**src/rtl/imem_pkg.sv**
```systemverilog
// rtl/imem_pkg.sv - shared types, constants and address check for the imem arbiter
package imem_pkg;

    typedef enum logic {
        BOOT = 1'b0,
        RUN  = 1'b1
    } arb_state_t;

    localparam logic [31:0] NOP_INSN = 32'h0000_0013;

    // Word-aligned and inside the array; the array is indexed by addr>>2.
    function automatic logic addr_ok(input logic [31:0] addr, input int unsigned depth);
        return (addr[1:0] == 2'b00) && ({2'b00, addr[31:2]} < depth);
    endfunction

endpackage

```
**src/rtl/imem_arbiter_if.sv**
```systemverilog
// rtl/imem_arbiter_if.sv - fetch, loader and memory-side signal bundle
interface imem_arbiter_if;
    logic        fetch_valid;
    logic [31:0] fetch_addr;
    logic        fetch_ready;
    logic        fetch_rsp_valid;
    logic [31:0] fetch_rsp_data;
    logic        fetch_rsp_err;

    logic        ldr_valid;
    logic        ldr_we;
    logic [31:0] ldr_addr;
    logic [31:0] ldr_wdata;
    logic        ldr_done;
    logic        ldr_ready;
    logic        ldr_rsp_valid;
    logic [31:0] ldr_rsp_data;
    logic        ldr_rsp_err;

    logic [31:0] mem_addr;
    logic        mem_we;
    logic [31:0] mem_wdata;
    logic [31:0] mem_rdata;

    logic        running;

    modport slave (
        input  fetch_valid, fetch_addr,
        input  ldr_valid, ldr_we, ldr_addr, ldr_wdata, ldr_done,
        input  mem_rdata,
        output fetch_ready, fetch_rsp_valid, fetch_rsp_data, fetch_rsp_err,
        output ldr_ready, ldr_rsp_valid, ldr_rsp_data, ldr_rsp_err,
        output mem_addr, mem_we, mem_wdata,
        output running
    );

    modport master (
        output fetch_valid, fetch_addr,
        output ldr_valid, ldr_we, ldr_addr, ldr_wdata, ldr_done,
        output mem_rdata,
        input  fetch_ready, fetch_rsp_valid, fetch_rsp_data, fetch_rsp_err,
        input  ldr_ready, ldr_rsp_valid, ldr_rsp_data, ldr_rsp_err,
        input  mem_addr, mem_we, mem_wdata,
        input  running
    );
endinterface

```
**src/rtl/imem_rr_fair.sv**
```systemverilog
// rtl/imem_rr_fair.sv - fetch-priority grant with a loader fairness counter
module imem_rr_fair #(
    parameter int unsigned FAIR_LIMIT = 4
) (
    input  logic clk,
    input  logic rst,
    input  logic run_i,
    input  logic fetch_valid_i,
    input  logic ldr_valid_i,
    output logic fetch_gnt_o,
    output logic ldr_gnt_o
);

    logic [3:0] fair_cnt_q;
    logic [3:0] fair_cnt_d;
    logic       starved;

    assign starved = (fair_cnt_q == 4'(FAIR_LIMIT));

    always_comb begin
        fetch_gnt_o = 1'b0;
        ldr_gnt_o   = 1'b0;
        if (!run_i) begin
            ldr_gnt_o = ldr_valid_i;
        end else if (ldr_valid_i && (starved || !fetch_valid_i)) begin
            ldr_gnt_o = 1'b1;
        end else begin
            fetch_gnt_o = fetch_valid_i;
        end
    end

    // Counts only fetch wins that made the loader wait.
    always_comb begin
        fair_cnt_d = fair_cnt_q;
        if (ldr_gnt_o || !ldr_valid_i) begin
            fair_cnt_d = 4'd0;
        end else if (fetch_gnt_o && !starved) begin
            fair_cnt_d = fair_cnt_q + 4'd1;
        end
    end

    always_ff @(posedge clk or posedge rst) begin
        if (rst) begin
            fair_cnt_q <= 4'd0;
        end else begin
            fair_cnt_q <= fair_cnt_d;
        end
    end

endmodule

```
**src/rtl/imem_arbiter.sv**
```systemverilog
// rtl/imem_arbiter.sv - boot/run scheduler sharing one instruction memory
module imem_arbiter
    import imem_pkg::*;
#(
    parameter int unsigned IMEM_DEPTH = 256,
    parameter int unsigned FAIR_LIMIT = 4,
    parameter logic [31:0] NOP_INSN   = imem_pkg::NOP_INSN
) (
    input  logic           clk,
    input  logic           rst,
    imem_arbiter_if.slave  bus
);

    arb_state_t  state_q, state_d;
    logic        fetch_gnt_raw, ldr_gnt_raw;
    logic        fetch_gnt, ldr_gnt;
    logic        fetch_ok, ldr_ok;
    logic [31:0] mem_addr_q, mem_addr_d;

    logic        fetch_rsp_valid_q, fetch_rsp_err_q;
    logic [31:0] fetch_rsp_data_q;
    logic        ldr_rsp_valid_q, ldr_rsp_err_q;
    logic [31:0] ldr_rsp_data_q;

    imem_rr_fair #(
        .FAIR_LIMIT (FAIR_LIMIT)
    ) u_fair (
        .clk           (clk),
        .rst           (rst),
        .run_i         (state_q == RUN),
        .fetch_valid_i (bus.fetch_valid),
        .ldr_valid_i   (bus.ldr_valid),
        .fetch_gnt_o   (fetch_gnt_raw),
        .ldr_gnt_o     (ldr_gnt_raw)
    );

    // Grants are masked while reset is held so ready/mem_we clear immediately.
    assign fetch_gnt = fetch_gnt_raw & ~rst;
    assign ldr_gnt   = ldr_gnt_raw & ~rst;

    assign fetch_ok = addr_ok(bus.fetch_addr, IMEM_DEPTH);
    assign ldr_ok   = addr_ok(bus.ldr_addr, IMEM_DEPTH);

    always_comb begin
        state_d = state_q;
        if (state_q == BOOT && bus.ldr_done) begin
            state_d = RUN;
        end
    end

    always_ff @(posedge clk or posedge rst) begin
        if (rst) begin
            state_q <= BOOT;
        end else begin
            state_q <= state_d;
        end
    end

    always_comb begin
        mem_addr_d = mem_addr_q;
        if (ldr_gnt) begin
            mem_addr_d = bus.ldr_addr;
        end else if (fetch_gnt) begin
            mem_addr_d = bus.fetch_addr;
        end
    end

    assign bus.mem_addr    = mem_addr_d;
    assign bus.mem_we      = ldr_gnt & bus.ldr_we & ldr_ok;
    assign bus.mem_wdata   = bus.ldr_wdata;
    assign bus.fetch_ready = fetch_gnt;
    assign bus.ldr_ready   = ldr_gnt;
    assign bus.running     = (state_q == RUN);

    always_ff @(posedge clk or posedge rst) begin
        if (rst) begin
            mem_addr_q        <= 32'd0;
            fetch_rsp_valid_q <= 1'b0;
            fetch_rsp_err_q   <= 1'b0;
            fetch_rsp_data_q  <= 32'd0;
            ldr_rsp_valid_q   <= 1'b0;
            ldr_rsp_err_q     <= 1'b0;
            ldr_rsp_data_q    <= 32'd0;
        end else begin
            mem_addr_q        <= mem_addr_d;
            fetch_rsp_valid_q <= fetch_gnt;
            ldr_rsp_valid_q   <= ldr_gnt;
            if (fetch_gnt) begin
                fetch_rsp_err_q  <= ~fetch_ok;
                fetch_rsp_data_q <= fetch_ok ? bus.mem_rdata : NOP_INSN;
            end
            if (ldr_gnt) begin
                ldr_rsp_err_q  <= ~ldr_ok;
                ldr_rsp_data_q <= (bus.ldr_we || !ldr_ok) ? 32'd0 : bus.mem_rdata;
            end
        end
    end

    assign bus.fetch_rsp_valid = fetch_rsp_valid_q;
    assign bus.fetch_rsp_data  = fetch_rsp_data_q;
    assign bus.fetch_rsp_err   = fetch_rsp_err_q;
    assign bus.ldr_rsp_valid   = ldr_rsp_valid_q;
    assign bus.ldr_rsp_data    = ldr_rsp_data_q;
    assign bus.ldr_rsp_err     = ldr_rsp_err_q;

endmodule

```
**src/flat_wrapper.sv**
```systemverilog
// flat-port wrapper written by rule: the top's interface ports become plain ports
module imem_arbiter_flat import imem_pkg::*;
#(
    parameter int unsigned IMEM_DEPTH = 256,
    parameter int unsigned FAIR_LIMIT = 4,
    parameter logic [31:0] NOP_INSN   = imem_pkg::NOP_INSN
)
  (clk, rst, bus_fetch_valid, bus_fetch_addr, bus_ldr_valid, bus_ldr_we, bus_ldr_addr, bus_ldr_wdata, bus_ldr_done, bus_mem_rdata, bus_fetch_ready, bus_fetch_rsp_valid, bus_fetch_rsp_data, bus_fetch_rsp_err, bus_ldr_ready, bus_ldr_rsp_valid, bus_ldr_rsp_data, bus_ldr_rsp_err, bus_mem_addr, bus_mem_we, bus_mem_wdata, bus_running);
  imem_arbiter_if bus_i ();
  input  logic clk;
  input  logic rst;
  input wire logic [$bits(bus_i.fetch_valid)-1:0] bus_fetch_valid;
  input wire logic [$bits(bus_i.fetch_addr)-1:0] bus_fetch_addr;
  input wire logic [$bits(bus_i.ldr_valid)-1:0] bus_ldr_valid;
  input wire logic [$bits(bus_i.ldr_we)-1:0] bus_ldr_we;
  input wire logic [$bits(bus_i.ldr_addr)-1:0] bus_ldr_addr;
  input wire logic [$bits(bus_i.ldr_wdata)-1:0] bus_ldr_wdata;
  input wire logic [$bits(bus_i.ldr_done)-1:0] bus_ldr_done;
  input wire logic [$bits(bus_i.mem_rdata)-1:0] bus_mem_rdata;
  output wire logic [$bits(bus_i.fetch_ready)-1:0] bus_fetch_ready;
  output wire logic [$bits(bus_i.fetch_rsp_valid)-1:0] bus_fetch_rsp_valid;
  output wire logic [$bits(bus_i.fetch_rsp_data)-1:0] bus_fetch_rsp_data;
  output wire logic [$bits(bus_i.fetch_rsp_err)-1:0] bus_fetch_rsp_err;
  output wire logic [$bits(bus_i.ldr_ready)-1:0] bus_ldr_ready;
  output wire logic [$bits(bus_i.ldr_rsp_valid)-1:0] bus_ldr_rsp_valid;
  output wire logic [$bits(bus_i.ldr_rsp_data)-1:0] bus_ldr_rsp_data;
  output wire logic [$bits(bus_i.ldr_rsp_err)-1:0] bus_ldr_rsp_err;
  output wire logic [$bits(bus_i.mem_addr)-1:0] bus_mem_addr;
  output wire logic [$bits(bus_i.mem_we)-1:0] bus_mem_we;
  output wire logic [$bits(bus_i.mem_wdata)-1:0] bus_mem_wdata;
  output wire logic [$bits(bus_i.running)-1:0] bus_running;
  assign bus_i.fetch_valid = bus_fetch_valid;
  assign bus_i.fetch_addr = bus_fetch_addr;
  assign bus_i.ldr_valid = bus_ldr_valid;
  assign bus_i.ldr_we = bus_ldr_we;
  assign bus_i.ldr_addr = bus_ldr_addr;
  assign bus_i.ldr_wdata = bus_ldr_wdata;
  assign bus_i.ldr_done = bus_ldr_done;
  assign bus_i.mem_rdata = bus_mem_rdata;
  assign bus_fetch_ready = bus_i.fetch_ready;
  assign bus_fetch_rsp_valid = bus_i.fetch_rsp_valid;
  assign bus_fetch_rsp_data = bus_i.fetch_rsp_data;
  assign bus_fetch_rsp_err = bus_i.fetch_rsp_err;
  assign bus_ldr_ready = bus_i.ldr_ready;
  assign bus_ldr_rsp_valid = bus_i.ldr_rsp_valid;
  assign bus_ldr_rsp_data = bus_i.ldr_rsp_data;
  assign bus_ldr_rsp_err = bus_i.ldr_rsp_err;
  assign bus_mem_addr = bus_i.mem_addr;
  assign bus_mem_we = bus_i.mem_we;
  assign bus_mem_wdata = bus_i.mem_wdata;
  assign bus_running = bus_i.running;
  imem_arbiter #(.IMEM_DEPTH(IMEM_DEPTH), .FAIR_LIMIT(FAIR_LIMIT), .NOP_INSN(NOP_INSN)) u_core (.clk(clk), .rst(rst), .bus(bus_i));
endmodule
```
**config.mk**
```make
export PLATFORM = sky130hd
export DESIGN_NAME = imem_arbiter_flat
export DESIGN_NICKNAME = d
export VERILOG_FILES = /design/src/rtl/imem_pkg.sv /design/src/rtl/imem_arbiter_if.sv /design/src/rtl/imem_rr_fair.sv /design/src/rtl/imem_arbiter.sv /design/src/flat_wrapper.sv
export SDC_FILE = /design/constraint.sdc
export NUM_CORES = 1
export LEC_CHECK = 0
export ABC_CLOCK_PERIOD_IN_PS = 8000
export CAP_MARGIN = 20
export CORE_UTILIZATION = 35
export CTS_CLUSTER_DIAMETER = 50
export DETAILED_ROUTE_END_ITERATION = 6
export HOLD_SLACK_MARGIN = 0.12
export PLACE_DENSITY = 0.74
export SYNTH_ARGS = -nofsm -noshare
export SYNTH_HDL_FRONTEND = slang
export SYNTH_SLANG_ARGS = --single-unit
```
**constraint.sdc**
```tcl
create_clock -name clk -period 8 [get_ports clk]
set_input_delay 1.6 -clock clk [delete_from_list [all_inputs] [get_ports clk]]
set_output_delay 1.6 -clock clk [all_outputs]
set_load 0.01 [all_outputs]
```
==> qor.csv <==
metric,value,unit
status,"finished, final reports clean",
share of layout cells above drive strength 1,0.135,
Worst IR Drop VDD,0.143,mV
WL met3,1340,µm
Leakage,3.08,nW
PwrDens,177,mW/mm²
worst skew pair latency,0.35,ns
Ports,270,
Yosys Warn Count,0,
cells along the critical path,clkdlybuf4s50_1 -> and4b_4 -> or3_4 -> inv_2 -> nand2_1 -> a31oi_1 -> clkdlybuf4s50_1,
crit path kind,input pin to primary output,
DIE WIDTH,120,µm
clk slew on worst S/H paths,0.07,ns
number of buffers and inverters on the critical path,3,
CP max stage cell,or3_4,
Post-synth EDFFs,0,
Num CTS Buffers,9,
Hold Slack,0.487,ns
total power,1.25,mW
# DRC,0,
Initial Util,0.362,
sequential element share of the synthesized area,0.543,
Post-DRT Antenna Nets,0,
Post-Synth XOR/XNOR Area,0.00362,
Post-Syn Instances,474,
IO buf count,205,
multi-input logic area,0.00179,mm²
Critical Path End Type,primary output,
final instance area,0.00707,mm²
final slew viol count,0,
Final Net Count,766,
largest net degree at the start of global routing,99,
syn nets,610,
Crit path max-delay family,buffers and inverters,
mux cell area share after synthesis,0,
"Cell Area, Placed",0.00675,mm²
Synth Cell Area,0.00484,mm²
crit-path max cell delay,0.64,ns
setup bufs post-CTS,0,
routability cong.,0.828,
maximum clock rate,0.160,GHz
synthesis-stage register bit count,105,
CP Launch Type,input pin,
post-synthesis simple-gate area fraction,0.198,
# rows,42,
fin crit period,6.24,ns
CP max FO,67,
setup violators final,0,
CTS resizes,0,
Slew HR,0.395,
GRT overflow,0,
most frequent CP cell,clkdlybuf4s50_1,
required time of the critical path,6.40,ns
Detailed Place HPWL,10600,µm
RSZ-0062 raised after global routing,false,
Worst-Margin Slew,0.908,ns
ys async rst share,1.00,
DR WL met2,7320,µm
total wire length,14900,µm
Antenna Diode Count,0,
placeable core area,0.0133,mm²
hold_buf cts,0,
Mean Syn Cell Area,10.2,µm²
max-cap viol count,0,
Avg Vias per Cell,5.06,
detailed-route via count,4105,
clock tree root buffer cell,clkbuf_16,
CTS sink cnt,105,
setup_tns,0,ns
die height,120,µm
worst min path class,register to register,
top routing layer in use,met4,
FF+latch area,0.00263,mm²
Clock H-tree levels,3,
fraction of the mapped netlist area in compound gates,0.160,
synthesis-to-layout area growth,46.2,%
first-pass GRT wire length,22800,µm
DR WL/cell,18.4,µm
M1 WL,5970,µm
CTS max path bufs,2,
Pre-antenna DRT Iters,4,
initial DRC count,260,
Final Skew,0.00551,ns
Synth Area in Adders,0.00517,
Fillers,1210,
number of global-route vias before repair,4226,
Netlist cell types,28,
"Top FF cell, synth",dfrtp_1,
largest family of logic cells by synthesized area,simple AND/OR/NAND/NOR gates,
crit path DAT,4.64,ns
TritonCTS clock tree,done,
initial antenna violation count,0,
fin crit share,0.780,
endpoints failing hold,0,
overall routing resource usage,0.210,
die area,0.0143,mm²
cell families after synthesis:
logic type,count (synthesis)
compound gates,99
xor+xnor,2
fa+ha+maj,2
buf+inv,70
flops,105
simple gates,196
where the power goes:
group / total [mW] / internal, mW / switching (mW)
clock network: 0.476 / 0.276 / 0.199
logic: 0.210 / 0.110 / 0.0996
registers: 0.567 / 0.558 / 0.00859
total: 1.25 / 0.945 / 0.307
registers in the layout (all words and copies together) (netlist names):
name and count:
u_core.u_fair.fair_cnt_q 4, u_core.bus.ldr_rsp_valid 1, u_core.bus.fetch_rsp_err 1, u_core.bus.ldr_rsp_err 1, u_core.bus.fetch_rsp_data 32, u_core.bus.running 1, u_core.bus.fetch_rsp_valid 1, u_core.bus.ldr_rsp_data 32
u_core.mem_addr_q 32
cell usage in the layout, fill, tap and decap left out, types with 2 or more instances in the layout:
cell             count
a31oi_1             32
and2_0               9
dfrtp_1            105
o21ai_0              2
bufinv_16            2
a31o_1               4
inv_2                2
clkbuf_16            9
a21oi_1              3
buf_4                5
and2_1              52
and3_1               2
nor2_1              43
nor4_1              12
a31o_2              57
ha_1                 2
clkdlybuf4s50_1    205
inv_6                2
nand2_1             70
nand4_1              2
inv_1                2
area by class of cell:
type,count,share of cell area
clock inverter,6,0.0127
timing repair buffer,210,0.296
clock buffer,10,0.0324
multi-input combinational,299,0.254
inverter,5,0.00301
sequential,105,0.372
tap,176,0.0311
Yosys cell counts (2+ instances only):
cell type / n / area [µm²]
a21oi_1: 3 / 15.0
a31o_1: 4 / 35.0
a31o_2: 57 / 499
a31oi_1: 32 / 200
and2_0: 9 / 56.3
and2_1: 52 / 325
and3_1: 2 / 12.5
buf_2: 9 / 45.0
buf_4: 34 / 255
buf_6: 5 / 56.3
clkbuf_1: 17 / 63.8
dfrtp_1: 105 / 2630
ha_1: 2 / 25.0
inv_1: 3 / 11.3
inv_2: 2 / 7.51
nand2_1: 70 / 263
nand4_1: 2 / 12.5
nor2_1: 44 / 165
nor4_1: 12 / 75.1
o21ai_0: 2 / 10.0
metal layers:
metal	up-vias	global-route usage
li1	1918	-
met1	1966	0.245
met2	199	0.362
met3	22	0.0751
met4	0	0.0578
met5	-	0
worst paths after layout:
check	startpoint	to	slack [ns]	cells past startpoint
min in group asynchronous	rst	u_core.mem_addr_q[16]	1.72	2
min reg2reg	u_core.u_fair.fair_cnt_q[0]	u_core.u_fair.fair_cnt_q[0]	0.49	1
max in group asynchronous	rst	u_core.u_fair.fair_cnt_q[1]	5.05	3
min	u_core.u_fair.fair_cnt_q[0]	u_core.u_fair.fair_cnt_q[0]	0.49	1
max	bus_ldr_valid	bus_mem_addr[27]	1.76	7
max reg2reg	u_core.u_fair.fair_cnt_q[0]	u_core.bus.fetch_rsp_data[4]	5.26	8
per-stage QoR:
stage | util | worst slack [ns] | std cells
6_report | 0.530 | 1.76 | 811
2_1_floorplan | - | 1.24 | 474
4_1_cts | 0.530 | 1.75 | 811
3_5_place_dp | 0.506 | 1.77 | 795
3_3_place_gp | 0.506 | 1.84 | 795
5_1_grt | 0.530 | 1.57 | 811
(Power assumes the default switching activity.)
==> RTL change (same settings) <==
Take the reset off `mem_addr_q` and load it in a clocked block of its own.
--- a/src/rtl/imem_arbiter.sv
+++ b/src/rtl/imem_arbiter.sv
@@ -76,3 +76,2 @@
         if (rst) begin
-            mem_addr_q        <= 32'd0;
             fetch_rsp_valid_q <= 1'b0;
@@ -84,3 +83,2 @@
         end else begin
-            mem_addr_q        <= mem_addr_d;
             fetch_rsp_valid_q <= fetch_gnt;
@@ -98,2 +96,6 @@
 
+    always_ff @(posedge clk) begin
+        mem_addr_q <= mem_addr_d;
+    end
+
     assign bus.fetch_rsp_valid = fetch_rsp_valid_q;
Function: differs if rst is asserted again (counterexample within 4 cycles, from zero or initial values and one cycle with rst high); with rst held inactive, the same outputs for 10 cycles.
==> RTL change against the unedited design <==
- wire length shrank 3.7%
- register-to-register slack better by 0.05 ns
- total power is 2.6% lower
- sequential cell count stayed put
- first-iteration DRC count grew 22%
- sequential power about the same
- cell area fell by 2.5%
- area after synthesis fell by 3.3%
- count of clock-buffer cells in the layout increased by 5
- worst setup slack lost 0.032 ns
- combinational power down 2%
- largest cell class unchanged
- largest power group unchanged
- highest routed layer unchanged
==> RTL change: results (changes against the unedited design) <==
stage,metric,value,unit,change
layout,Layout fillers,1118,,-7.6%
sta,clk_skew,0.0100,ns,+0.00451 ns
layout,share of cells above drive strength 1,0.134,,-0.00179
placed_design,Area after DPL,6590,um2,-2.4%
pwr,leakage power,2.97,nW,-3.6%
global_route,largest net degree at the start of global routing,75,,-24%
yosys,sequential area share after synthesis,0.528,,-0.0156
yosys,Area contributors post-synth,"dfrtp_1 (39%), dfxtp_1 (14%), a31o_2 (11%)",,
global_route,vias in the first global route,4176,,-1.2%
yosys,post-synthesis compound-gate area fraction,0.165,,+0.00547
yosys,adder-cell area share of the yosys netlist,0.00535,,+0.000177
global_route,first-pass GRT wire length,22.4,mm,-1.8%
route,Iter 0 DRT Violations,317,,+22%
route,vias,4080,,-0.61%
sta,Worst slew margin,0.371,,-0.0236
yosys,Commonest cells post-synth,"dfrtp_1 (73), nand2_1 (70), a31o_2 (57)",,
outcome,status,finished clean,,
placed_design,routability congestion estimate,0.941,,+14%
placed_design,DP HPWL,9.88,mm,-7.0%
yosys,"Async S/R FF share, synth",0.695,,-0.305
critical_path,Worst Path Arrival,4.67,ns,+0.03 ns
global_route,GRT Total Usage,0.206,,-0.00424
yosys,Synth cell types,29,,+3.6%
pwr,Worst IR Drop VDD,0.122,mV,-15%
route,DR pass1 iterations,5,,+1
yosys,Post-Synth XOR/XNOR Area,0.00375,,+0.000124
layout,fin nets,767,,+0.13%
placed_design,dpl ws,1.70,ns,-0.0753 ns
route,Routed WL,14.3,mm,-3.7%
RTL change: changes by cell type after synthesis, sizes merged:
cell | unedited run | this run
dfrtp | 105 | 73
dfxtp | 0 | 32
RTL change: per-layer routing:
layer	track usage	wire (um)	vias up
met2	0.361	7310	201
met1	0.234	5640	1956
met5	0	0	-
li1	-	-	1911
met3	0.0756	1210	12
met4	0.0553	178	0
RTL change: path summary, 6_finish.rpt:
kind                                                              start                                         to  depth (start not counted)  slack, ns
max in group asynchronous                                           rst   u_core.bus.fetch_rsp_data[4]$_DFFE_PP0P_                          3       5.44
worst max register to register  u_core.u_fair.fair_cnt_q[0]$_DFFE_PP0P_   u_core.bus.fetch_rsp_data[1]$_DFFE_PP0P_                          8       5.31
worst min-delay path            u_core.u_fair.fair_cnt_q[0]$_DFFE_PP0P_    u_core.u_fair.fair_cnt_q[0]$_DFFE_PP0P_                          1       0.48
worst min register to register  u_core.u_fair.fair_cnt_q[0]$_DFFE_PP0P_    u_core.u_fair.fair_cnt_q[0]$_DFFE_PP0P_                          1       0.48
worst max-delay path                                      bus_ldr_valid                           bus_mem_addr[10]                          7       1.73
min in group asynchronous                                           rst  u_core.bus.fetch_rsp_data[28]$_DFFE_PP0P_                          3       1.92
RTL change: report_power, final:
group / internal, mW / total, mW / switching (mW) / leakage [nW]
registers: 0.558 / 0.566 / 0.00824 / 1.26
logic: 0.110 / 0.205 / 0.0953 / 1.56
clock network: 0.258 / 0.448 / 0.190 / 0.146
RTL change: cells by family after synthesis:
logic type	Yosys count
compound gates	99
xor+xnor	2
fa+ha+maj	2
buf+inv	70
flops	105
simple gates	196
RTL change: metrics by stage:
stage,hold WS [ns],cells
floorplan,0.450,474
global placement,0.463,792
detailed placement,0.474,792
CTS,0.483,808
global route,0.500,808
finish,0.480,808
RTL change: area by class of cell:
| cell class | instances | area (um2) | share of cell area |
|---|---|---|---|
| Multi-Input combinational cell | 299 | 1790 | 0.259 |
| Timing Repair Buffer | 211 | 2100 | 0.304 |
| Sequential cell | 105 | 2470 | 0.358 |
| Inverter | 5 | 20.0 | 0.00290 |
| Clock inverter | 1 | 7.51 | 0.00109 |
| Clock buffer | 15 | 300 | 0.0435 |
| Tap cell | 172 | 215 | 0.0312 |
